`src/rtl/adc_ctrl_pkg.sv`:
```
// Shared types and constants for the ADC capture controller.
// Holds the FSM state encoding, the status word bit positions and the reset decimation ratio.
package adc_ctrl_pkg;

    // Encoding is exported in status[31:30], so the values are fixed.
    typedef enum logic [1:0] {
        IDLE    = 2'd0,
        SETTLE  = 2'd1,
        CAPTURE = 2'd2,
        STOP    = 2'd3
    } state_t;

    localparam int STATUS_STATE_HI = 31;
    localparam int STATUS_STATE_LO = 30;
    localparam int STATUS_OVERFLOW = 29;
    localparam int STATUS_ABORTED  = 28;

    localparam logic [15:0] DEFAULT_DECIMATE = 16'd40;

endpackage

```
`src/rtl/axis_skid_reg.sv`:
```
// One-entry AXI-Stream output register.
// A word arriving while the entry is full and not draining is dropped and flagged.
module axis_skid_reg #(
    parameter int DATA_W = 32
) (
    input  logic              clk,
    input  logic              rst,
    input  logic [DATA_W-1:0] s_data,
    input  logic              s_valid,
    input  logic              s_last,
    input  logic              force_last,
    output logic [DATA_W-1:0] m_data,
    output logic              m_valid,
    output logic              m_last,
    input  logic              m_ready,
    output logic              accept,
    output logic              drop
);

    assign accept = s_valid && (!m_valid || m_ready);
    assign drop   = s_valid && m_valid && !m_ready;

    // NOTE: state registers use non-blocking assignments so every flop samples pre-edge values.
    always_ff @(posedge clk) begin
        if (rst) begin
            m_data  <= '0;
            m_valid <= 1'b0;
            m_last  <= 1'b0;
        end else if (accept) begin
            m_data  <= s_data;
            m_valid <= 1'b1;
            m_last  <= s_last;
        end else if (m_ready) begin
            m_valid <= 1'b0;
            m_last  <= 1'b0;
        end else if (force_last && m_valid) begin
            // Held word stays put; only its end-of-packet marker changes.
            m_last <= 1'b1;
        end
    end

endmodule

```
`src/rtl/adc_capture_ctrl.sv`:
```
// Sequences one ADC receive capture: configure the chain, let the filters flush,
// then forward a programmed number of decimated I/Q words to the DMA with tlast on the final one.
module adc_capture_ctrl
    import adc_ctrl_pkg::*;
#(
    parameter int DATA_W        = 32,
    parameter int CNT_W         = 24,
    parameter int SETTLE_CYCLES = 512
) (
    input  logic              aclk,
    input  logic              areset,
    input  logic              cmd_start,
    input  logic              cmd_abort,
    input  logic [31:0]       cfg_fc_scaled,
    input  logic [15:0]       cfg_decimate,
    input  logic [CNT_W-1:0]  cfg_num_samples,
    output logic [31:0]       Fc_scaled,
    output logic [15:0]       decimate_ratio,
    output logic [3:0]        adc_control,
    input  logic [DATA_W-1:0] s_axis_tdata,
    input  logic              s_axis_tvalid,
    output logic              s_axis_tready,
    output logic [DATA_W-1:0] m_axis_tdata,
    output logic              m_axis_tvalid,
    input  logic              m_axis_tready,
    output logic              m_axis_tlast,
    output logic              busy,
    output logic              done,
    output logic [31:0]       status
);

    localparam int SETTLE_W = $clog2(SETTLE_CYCLES + 1);

    state_t              state;
    logic [CNT_W-1:0]    target;
    logic [CNT_W-1:0]    accepted_cnt;
    logic [CNT_W-1:0]    delivered_cnt;
    logic [SETTLE_W-1:0] settle_cnt;
    logic                adc_en;
    logic                overflow;
    logic                aborted;

    logic skid_in_valid;
    logic skid_in_last;
    logic skid_force_last;
    logic skid_accept;
    logic skid_drop;
    logic handshake;

    // Inputs are taken only while capturing, and never on the cycle an abort arrives.
    assign skid_in_valid   = (state == CAPTURE) && s_axis_tvalid && !cmd_abort;
    assign skid_in_last    = (accepted_cnt == target - CNT_W'(1));
    assign skid_force_last = (state == CAPTURE) && cmd_abort;
    assign handshake       = m_axis_tvalid && m_axis_tready;

    axis_skid_reg #(
        .DATA_W(DATA_W)
    ) u_out_reg (
        .clk       (aclk),
        .rst       (areset),
        .s_data    (s_axis_tdata),
        .s_valid   (skid_in_valid),
        .s_last    (skid_in_last),
        .force_last(skid_force_last),
        .m_data    (m_axis_tdata),
        .m_valid   (m_axis_tvalid),
        .m_last    (m_axis_tlast),
        .m_ready   (m_axis_tready),
        .accept    (skid_accept),
        .drop      (skid_drop)
    );

    always_ff @(posedge aclk) begin
        if (areset) begin
            state          <= IDLE;
            Fc_scaled      <= '0;
            decimate_ratio <= DEFAULT_DECIMATE;
            adc_en         <= 1'b0;
            done           <= 1'b0;
            target         <= '0;
            accepted_cnt   <= '0;
            delivered_cnt  <= '0;
            settle_cnt     <= '0;
            overflow       <= 1'b0;
            aborted        <= 1'b0;
        end else begin
            done <= 1'b0;
            if (handshake)   delivered_cnt <= delivered_cnt + CNT_W'(1);
            if (skid_accept) accepted_cnt  <= accepted_cnt + CNT_W'(1);
            if (skid_drop)   overflow      <= 1'b1;

            unique case (state)
                IDLE: begin
                    if (cmd_start && cfg_num_samples != '0) begin
                        Fc_scaled      <= cfg_fc_scaled;
                        decimate_ratio <= cfg_decimate;
                        target         <= cfg_num_samples;
                        accepted_cnt   <= '0;
                        delivered_cnt  <= '0;
                        settle_cnt     <= '0;
                        overflow       <= 1'b0;
                        aborted        <= 1'b0;
                        adc_en         <= 1'b1;
                        state          <= SETTLE;
                    end
                end
                SETTLE: begin
                    if (cmd_abort) begin
                        aborted <= 1'b1;
                        adc_en  <= 1'b0;
                        state   <= STOP;
                    end else if (settle_cnt == SETTLE_W'(SETTLE_CYCLES - 1)) begin
                        state <= CAPTURE;
                    end else begin
                        settle_cnt <= settle_cnt + SETTLE_W'(1);
                    end
                end
                CAPTURE: begin
                    if (cmd_abort) begin
                        aborted <= 1'b1;
                        adc_en  <= 1'b0;
                        state   <= STOP;
                    end else if (skid_accept && skid_in_last) begin
                        adc_en <= 1'b0;
                        state  <= STOP;
                    end
                end
                STOP: begin
                    // An abort with nothing pending finishes straight away.
                    if (!m_axis_tvalid || handshake) begin
                        done  <= 1'b1;
                        state <= IDLE;
                    end
                end
                default: state <= IDLE;
            endcase
        end
    end

    assign adc_control   = {3'b000, adc_en};
    assign s_axis_tready = 1'b1;
    assign busy          = (state != IDLE);

    // NOTE: every always_comb output gets a default first so no latch is inferred.
    always_comb begin
        status                                   = '0;
        status[STATUS_STATE_HI:STATUS_STATE_LO]  = state;
        status[STATUS_OVERFLOW]                  = overflow;
        status[STATUS_ABORTED]                   = aborted;
        status[CNT_W-1:0]                        = delivered_cnt;
    end

endmodule

```
`config.mk`:
```
export PLATFORM = sky130hd
export DESIGN_NAME = adc_capture_ctrl
export DESIGN_NICKNAME = d
export VERILOG_FILES = /design/src/rtl/adc_ctrl_pkg.sv /design/src/rtl/axis_skid_reg.sv /design/src/rtl/adc_capture_ctrl.sv
export SDC_FILE = /design/constraint.sdc
export NUM_CORES = 1
export LEC_CHECK = 0
export CORE_MARGIN = 1.5
export CORE_UTILIZATION = 48
export DETAILED_ROUTE_END_ITERATION = 6
export HOLD_SLACK_MARGIN = 0.08
export PLACE_DENSITY_LB_ADDON = 0.3
export SYNTH_ARGS = -nofsm -noshare
export SYNTH_HDL_FRONTEND = slang
export SYNTH_HIERARCHICAL = 1
export SYNTH_SLANG_ARGS = --single-unit
export TNS_END_PERCENT = 100
```
`constraint.sdc`:
```
create_clock -name aclk -period 4 [get_ports aclk]
set_input_delay 0.8 -clock aclk [delete_from_list [all_inputs] [get_ports aclk]]
set_output_delay 0.8 -clock aclk [all_outputs]
set_load 0.02 [all_outputs]
```
Word-level counts from Yosys, hierarchy flattened

Index checks and enable logic that the tools add are counted.

Input port bits: 110
Register bits after elaboration: 170
ROM bits: 0
Bits in latches: 0
Memories: 0
Memory bits (writable): 0

Bitwise gates (word level): 1
Shift operators: 0
$lt $le $gt $ge: 0
Reductions and logical operators: 30
Div/mod/pow operators: 0
Add/subtract/negate cells: 4
Multiplexer cells: 34
Eq/ne operators: 13
Multipliers: 0

Operators by type and width:

| operator                                                                 | count |
|---|---|
| 24-bit 2-to-1 mux                                                        | 6 |
| 24-bit by 1-bit adder with 24-bit output (second input constant)         | 2 |
| 10-bit 2-to-1 mux                                                        | 3 |
| 24-bit equality test                                                     | 1 |
| 24-bit nonzero test                                                      | 1 |
| 24-bit by 1-bit subtractor with 24-bit output (second input constant)    | 1 |
| 10-bit case mux with 2 select lines                                      | 1 |
| 1-bit 2-to-1 mux                                                         | 15 |
| 2-bit 2-to-1 mux                                                         | 6 |
| 4-bit AND reduction                                                      | 3 |
| 10-bit by 1-bit adder with 10-bit output (second input constant)         | 1 |
| 10-bit by 9-bit equality test with 1-bit output (second input constant)  | 1 |
| 1-bit logical AND                                                        | 10 |
| 2-bit inequality test (second input constant)                            | 5 |
| 2-bit case mux with 4 select lines                                       | 1 |
| 2-bit nonzero test                                                       | 4 |
| 3-bit nonzero test                                                       | 2 |
| 2-bit equality test (second input constant)                              | 2 |
| 2-bit OR reduction                                                       | 2 |
| 1-bit zero test                                                          | 3 |
| 3-bit by 2-bit inequality test with 1-bit output (second input constant) | 1 |
| 3-bit inequality test (second input constant)                            | 1 |
| 1-bit case mux with 3 select lines                                       | 1 |
| 3-bit AND reduction                                                      | 1 |
| 7 further kinds                                                          | 8 |

Longest topological paths before layout

Gate-level depths: netlist of run 1.

Word-level depth: 8
Depth in mapped cells: 14
Mapped depth without buffers: 11

By module

Netlist of run 1, hierarchy kept.

By module, submodules not included:

| module           | instances | area an instance (um2) | cells each |
|---|---|---|---|
| adc_capture_ctrl | 1         | 6257.3                 | 787 |
| axis_skid_reg    | 1         | 1575.3                 | 151 |

Least setup slack after synthesis of run 1

OpenSTA, ideal clock, no wires.

Path kind: register -> register
Start point: register target[0]
End point: register state[0]
Cell stages (with the launch flop): 11
Required time: 3.914 ns
Arrival time: 3.413 ns
Slack: 0.501 ns
Library setup time: 0.086 ns
Period minus slack after synthesis: 3.499 ns
Buffers on the path: 0
Path through: dfxtp_1 inv_1 ha_1 or3b_2 or4_1 or3_1 xnor2_1 or4_1 o41a_1 or4_1 a221oi_2

Word-level cells in the longest chain between the ends: 5

RTL lines:

| what                                                       | RTL line                | RTL |
|---|---|---|
| start: declaration                                         | adc_capture_ctrl.sv:35  | `logic [CNT_W-1:0] target;` |
| start signal: assignment                                   | adc_capture_ctrl.sv:97  | `target <= cfg_num_samples;` |
| 24-bit by 1-bit subtractor with 24-bit output              | adc_capture_ctrl.sv:52  | `assign skid_in_last = (accepted_cnt == target - CNT_W'(1));` |
| 24-bit equality test                                       | adc_capture_ctrl.sv:52  |  |
| 1-bit logical AND                                          | adc_capture_ctrl.sv:123 | `end else if (skid_accept && skid_in_last) begin` |
| 3-bit by 2-bit inequality test with 1-bit output (no line) | --                      |  |
| 4-bit AND reduction (no line)                              | --                      |  |
| end signal: assignment                                     | adc_capture_ctrl.sv:122 | `state <= STOP;` |
| end signal: assignment                                     | adc_capture_ctrl.sv:125 | `state <= STOP;` |
| end signal: assignment                                     | adc_capture_ctrl.sv:132 | `state <= IDLE;` |
| end: declaration                                           | adc_capture_ctrl.sv:34  | `state_t state;` |

Every way passes these cells.
A chain may end at the register's enable or synchronous reset.

Worst setup path after layout of run 1

Same ends and word-level chain as after synthesis.

==> metrics.md, run 1 <==
| Metric | Value |
|---|---|
| Vias in the first global route | `6484` |
| Critical Path AT | `4100 ps` |
| Syn Area/Cell | `8.35 um^2` |
| Gr usage total | `23.1%` |
| Share of flip-flops with an asynchronous set or reset | `0%` |
| Post-synthesis compound-gate area fraction | `8.27%` |
| Post-synthesis mux area share | `5.02%` |
| Chip Height | `131 um` |
| CP required | `4330 ps` |
| Synth Area in XOR/XNOR | `8.27%` |
| Diodes inserted | `0` |
| Rows | `46` |
| CTS hold repair buffers | `0` |
| Top_reg_cell synth | `dfxtp_1` |
| Hold_ws | `453 ps` |
| Simple-Gate Fraction of Synth Area | `29.0%` |
| Pwr dens | `521 mW/mm^2` |
| Tot Pwr | `5.60 mW` |
| Maximum vdd ir drop | `0.328 mV` |
| Die Area | `0.0171 mm^2` |
| Outcome | `finished clean` |
| Remaining Overflow, GRT | `0` |
| Root Buffer | `clkbuf_16` |
| Iteration count of the initial detailed-routing pass | `4` |
| Max-cap viol count | `0` |
| Post-DP Area | `0.0101 mm^2` |
| Critical path peak fanout | `5` |
| Final Critical Period | `3760 ps` |
| DR vias/cell | `5.04` |
| Max-slew violations | `0` |
| Post-Route WL | `19.8 mm` |
| Via Count | `6885` |
| Period utilisation layout | `94.1%` |
| DRT iter0 DRCs | `416` |
| Clock latency on the worst-skew pair | `420 ps` |
| Place WS | `310 ps` |
| Hold Path Class | `reg -> reg` |
| H-tree Lvls | `4` |
| Nets@finish | `1255` |
| Post-detail-place hpwl | `14.2 mm` |
| # resized after CTS | `0` |
| Clock Sinks | `170` |
| Synth Area in Adders | `1.28%` |
| Largest family of logic cells by synthesized area | `simple AND/OR/NAND/NOR gates` |
| Leak | `3.91 nW` |
| First-pass GRT wire length | `31.0 mm` |
| Clk slew on worst S/H paths | `60 ps` |
| Largest net degree at the start of global routing | `104` |
| Crit path cell chain | `inv_1 > ha_1 > or3b_2 > or4_1 > or3_1 > xnor2_1 > or4_1 > o41a_1 > or4_1 > a221oi_2` |
| Hold Fails Final Rpt | `0` |
| RSZ-0062 raised after global routing | `false` |
| CP top delay family | `simple AND/OR/NAND/NOR gates` |
| Cell variety after synth | `54` |
| Clock Tree Buf Depth | `2` |
| Final WS setup | `236 ps` |
| Drt drc | `0` |
| Fill count | `1318` |
| CORE AREA | `0.0159 mm^2` |
| Utilization after layout | `67.7%` |
| WS Path Type | `reg -> reg` |
| Post-route cell area | `0.0108 mm^2` |
| Post-synthesis sequential area ratio | `43.5%` |
| Top cell by count, worst path | `or4_1` |
| Worst setup SP type | `flop` |
| Postcts setup bufs | `0` |
| CP max stage cell | `or4_1` |
| CTS buffer count | `17` |
| Syn. warnings | `6` |
| Non-filler cells, final | `1365` |
| Synth-to-Final Area Change | `37.3%` |
| #FFs+latches synth | `170` |
| Synth Instances | `938` |
| Clock Skew | `8.25 ps` |
| Initial antenna violation count | `0` |
| DP Cell Count | `1334` |
| Worst Max-Slew Pin Slew | `761 ps` |
| Fmax | `266 MHz` |
| DRT antenna net count | `0` |
| Gpl congestion | `0.880` |
| Endpoints failing setup | `0` |
| Buf/Inv on CP | `1` |
| Max incr delay on CP | `530 ps` |
| Initial Utilization | `49.3%` |
| Routed len/inst | `14.5 um` |
| Worst setup EP type | `flop` |
| Fraction of layout cells with a size suffix above 1 | `4.79%` |
| Worst slew margin | `49.3%` |
| Number of synthesized flops with an enable pin | `0` |
| I/O Buffers | `222` |
| # IOs | `231` |
| Post-Synthesis Cell Area | `0.00783 mm^2` |
| TNS Setup | `0 ps` |
| Chip width | `131 um` |
| CTS tree | `built` |
## Yosys cell counts (11+ instances only)
master	n	share of area, %
mux2i_1	37	4.7
or3_1	12	0.96
a21oi_1	93	5.9
clkbuf_1	38	1.8
nor4_1	13	1.0
dfxtp_1	170	43
xor2_1	38	4.2
nand3_1	25	1.6
nor3_1	16	1.0
nand2b_1	69	5.5
buf_4	11	1.1
o21ai_0	13	0.83
nor2_1	67	3.2
nand2_1	186	8.9
xnor2_1	36	4.0
inv_1	13	0.62
and3_1	13	1.0
## metal layers
layer	routed length [um]	global-route usage, %
met1	7910	25.7
met2	10200	40.8
met3	1470	9.04
met4	208	6.79
met5	0	0
## kinds of logic after synthesis
kind of cell,Yosys count
AND/OR/NAND/NOR,457
multiplexers,39
AO/OA/AOI/OAI,119
flip-flops,170
buffers and inverters,69
adder cells (fa/ha/maj),8
XOR/XNOR,74
other,2
## worst paths after layout
path | start | end | slack (ps) | depth (start not counted)
hold / removal | Fc_scaled[28] | Fc_scaled[28] | 450 | 2
setup / recovery | target[0] | state[0] | 240 | 10
hold reg to reg | Fc_scaled[28] | Fc_scaled[28] | 450 | 2
setup reg to reg | target[0] | state[0] | 240 | 10
## cell usage in the layout, fill, tap and decap left out, types with 17 or more instances in the layout
cell | synthesis | final
nand3_1 | 25 | 25
dfxtp_1 | 170 | 170
clkbuf_16 | 0 | 17
xnor2_1 | 36 | 36
clkdlybuf4s50_1 | 0 | 221
mux2i_1 | 37 | 37
a21oi_1 | 93 | 93
nand2b_1 | 69 | 68
nand2_1 | 186 | 186
xor2_1 | 38 | 38
nor2_1 | 67 | 66
## where the power goes
part,switching (mW),internal (mW)
logic,1.04,0.820
clock network,0.667,1.04
registers,0.156,1.88
## flip-flops by register name, summed over array words and instances, names as in the netlist, 2 cells and up
name              cells
accepted_cnt         24
decimate_ratio       16
settle_cnt           10
target               24
state                 2
Fc_scaled            32
delivered_cnt        24
u_out_reg/m_data     32
## area by class of cell
cell class	instances	area, um^2	share of cell area [%]
clock inverter	12	175	1.63
timing repair buffer	230	2320	21.5
clock buffer	19	433	4.03
sequential	170	3400	31.6
multi-input combinational	705	4110	38.2
tap	216	270	2.51
inverter	13	48.8	0.454
## worst min-delay path, stage by stage (launching register included)
cell and delay, ps:
dfxtp_1 310, nand2_1 50, a21oi_1 50
Power figures use the tool's default switching activity.
==> inputs of run 2 (changes only) <==
- CORE_MARGIN: 1.5 -> unset
- SKIP_LAST_GASP: unset -> 1
==> run 2 against run 1 <==
  * Clock-buffer cell count down 2
  * Critical path depth unchanged
  * Clock power down 2%
  * Sequential power about the same
  * Sequential share of layout area about the same
  * Final area about the same
  * Critical endpoint unchanged
  * Largest cell class unchanged
  * Largest power group unchanged
  * Highest routed layer unchanged
==> metrics.md, run 2 (synthesis gave the netlist of run 1 again) <==
| Metric | Value |
|---|---|
| Outcome | `finished clean` |
| CTS tree | `built` |
| Worst slew margin | `55.3% (+6.0 points)` |
| Max-slew violations | `0 (unchanged)` |
| H-tree Lvls | `4 (unchanged)` |
| CP max stage cell | `or4_1` |
| Initial Utilization | `49.3% (unchanged)` |
| Post-DP Area | `0.0102 mm^2 (about the same)` |
| Commonest non-fill, non-tap cells in the layout | `221 x clkdlybuf4s50_1, 186 x nand2_1, 170 x dfxtp_1` |
| Fmax | `266 MHz (about the same)` |
| Critical path peak fanout | `5 (unchanged)` |
| Endpoints failing setup | `0 (unchanged)` |
| Most common cell after layout, fill and taps aside | `clkdlybuf4s50_1` |
| Max incr delay on CP | `540 ps (about the same)` |
| Initial antenna violation count | `0 (unchanged)` |
| Vias in the first global route | `6485 (+0.015%)` |
| Maximum vdd ir drop | `0.470 mV (+43%)` |
| Root Buffer | `clkbuf_16` |
| Worst Max-Slew Pin Slew | `669 ps (-91.8 ps)` |
| Worst setup EP type | `flop` |
| WS Path Type | `reg -> reg` |
| Largest net degree at the start of global routing | `116 (+12%)` |
| Chip width | `130 um (-0.76%)` |
| Period utilisation layout | `94.1% (about the same)` |
| Iteration count of the initial detailed-routing pass | `4 (unchanged)` |
| Leak | `3.90 nW (-0.18%)` |
| TNS Setup | `0 ps (unchanged)` |
| Hold Path Class | `reg -> reg` |
| Utilization after layout | `67.7% (about the same)` |
| Final Critical Period | `3770 ps (+1.49 ps)` |
| CTS hold repair buffers | `0 (unchanged)` |
| Post-route cell area | `0.0107 mm^2 (about the same)` |
| CP top delay family | `simple AND/OR/NAND/NOR gates` |
| Via Count | `6864 (-0.31%)` |
| CP required | `4340 ps (about the same)` |
| Crit path cell chain | `inv_1 > ha_1 > or3b_2 > or4_1 > or3_1 > xnor2_1 > or4_1 > o41a_1 > or4_1 > a221oi_2` |
| Die Area | `0.0168 mm^2 (-1.5%)` |
| Gr usage total | `23.8% (+0.69 points)` |
| Non-filler cells, final | `1367 (+0.15%)` |
| Routed len/inst | `14.7 um (+1.3%)` |
| Nets@finish | `1256 (+0.080%)` |
| Clock latency on the worst-skew pair | `430 ps (about the same)` |
| Drt drc | `0 (unchanged)` |
| Synth-to-Final Area Change | `37.2% (about the same)` |
| Postcts setup bufs | `0 (unchanged)` |
| # IOs | `231 (unchanged)` |
| Chip Height | `130 um (-0.76%)` |
| Worst setup SP type | `flop` |
| DRT antenna net count | `0 (unchanged)` |
| Pwr dens | `519 mW/mm^2 (-0.37%)` |
| Clk slew on worst S/H paths | `70 ps (about the same)` |
| RSZ-0062 raised after global routing | `false` |
| Rows | `46 (unchanged)` |
| DRT iter0 DRCs | `346 (-17%)` |
| DR vias/cell | `5.02 (-0.45%)` |
| Buf/Inv on CP | `1 (unchanged)` |
| Top cell by count, worst path | `or4_1` |
| Hold Fails Final Rpt | `0 (unchanged)` |
| DP Cell Count | `1335 (+0.075%)` |
| Remaining Overflow, GRT | `0 (unchanged)` |
| Clock Skew | `9.30 ps (+1.04 ps)` |
| Fraction of layout cells with a size suffix above 1 | `5.04% (+0.26 points)` |
| CORE AREA | `0.0159 mm^2 (unchanged)` |
| Post-Route WL | `20.1 mm (+1.5%)` |
| Critical Path AT | `4100 ps (about the same)` |
| Largest regs | `Fc_scaled (32), u_out_reg/m_data (32)` |
| Post-detail-place hpwl | `14.1 mm (-0.21%)` |
| Clock Sinks | `170 (unchanged)` |
| I/O Buffers | `222 (unchanged)` |
| Clock Tree Buf Depth | `2 (unchanged)` |
| Gpl congestion | `0.854 (-2.9%)` |
| Max-cap viol count | `0 (unchanged)` |
| CTS buffer count | `17 (unchanged)` |
| # resized after CTS | `0 (unchanged)` |
| First-pass GRT wire length | `31.3 mm (+1.2%)` |
-- run 2: final cells by class --
cell class	instances	area [um^2]
Inverter	13	48.8
Multi-Input combinational cell	705	4110
Timing Repair Buffer	231	2320
Tap cell	216	270
Clock buffer	17	425
Antenna cell	1	2.50
Clock inverter	14	165
Fill cell	1336	5140
Sequential cell	170	3400
-- run 2: final timing paths --
kind | start | endpoint | slack [ps] | cells after the start
worst min register to register | decimate_ratio[1] | decimate_ratio[1] | 450 | 2
worst max register to register | target[0] | state[0] | 230 | 10
worst max-delay path | target[0] | state[0] | 230 | 10
worst min-delay path | decimate_ratio[1] | decimate_ratio[1] | 450 | 2
-- run 2: per-stage QoR --
step           hold slack, ps  total power, mW  setup slack (ps)
2_1_floorplan             435             3.26               501
3_3_place_gp              440             3.91               353
3_5_place_dp              445             3.93               273
4_1_cts                   455             5.61               255
5_1_grt                   468             5.89              61.7
6_report                  453             5.57               234
-- run 2: report_power, final --
group / switching (mW) / leakage [nW] / total, mW / internal [mW]
logic: 1.04 / 2.24 / 1.87 / 0.832
registers: 0.157 / 1.38 / 2.04 / 1.88
clock network: 0.736 / 0.277 / 1.67 / 0.934
-- run 2: worst register-to-register path, stage by stage, from the launching register on --
cell and delay [ps]:
dfxtp_1 350, inv_1 70, ha_1 210, or3b_2 470, or4_1 450, or3_1 340, xnor2_1 150, or4_1 440
o41a_1 430, or4_1 540, a221oi_2 220
-- run 2: metal layers --
layer | up-vias | GRT usage (%) | wire [um]
li1 | 3511 | - | -
met3 | 19 | 9.59 | 1530
met2 | 165 | 41.9 | 10000
met1 | 3169 | 26.4 | 8210
met5 | - | 0 | 0
met4 | 0 | 6.63 | 266
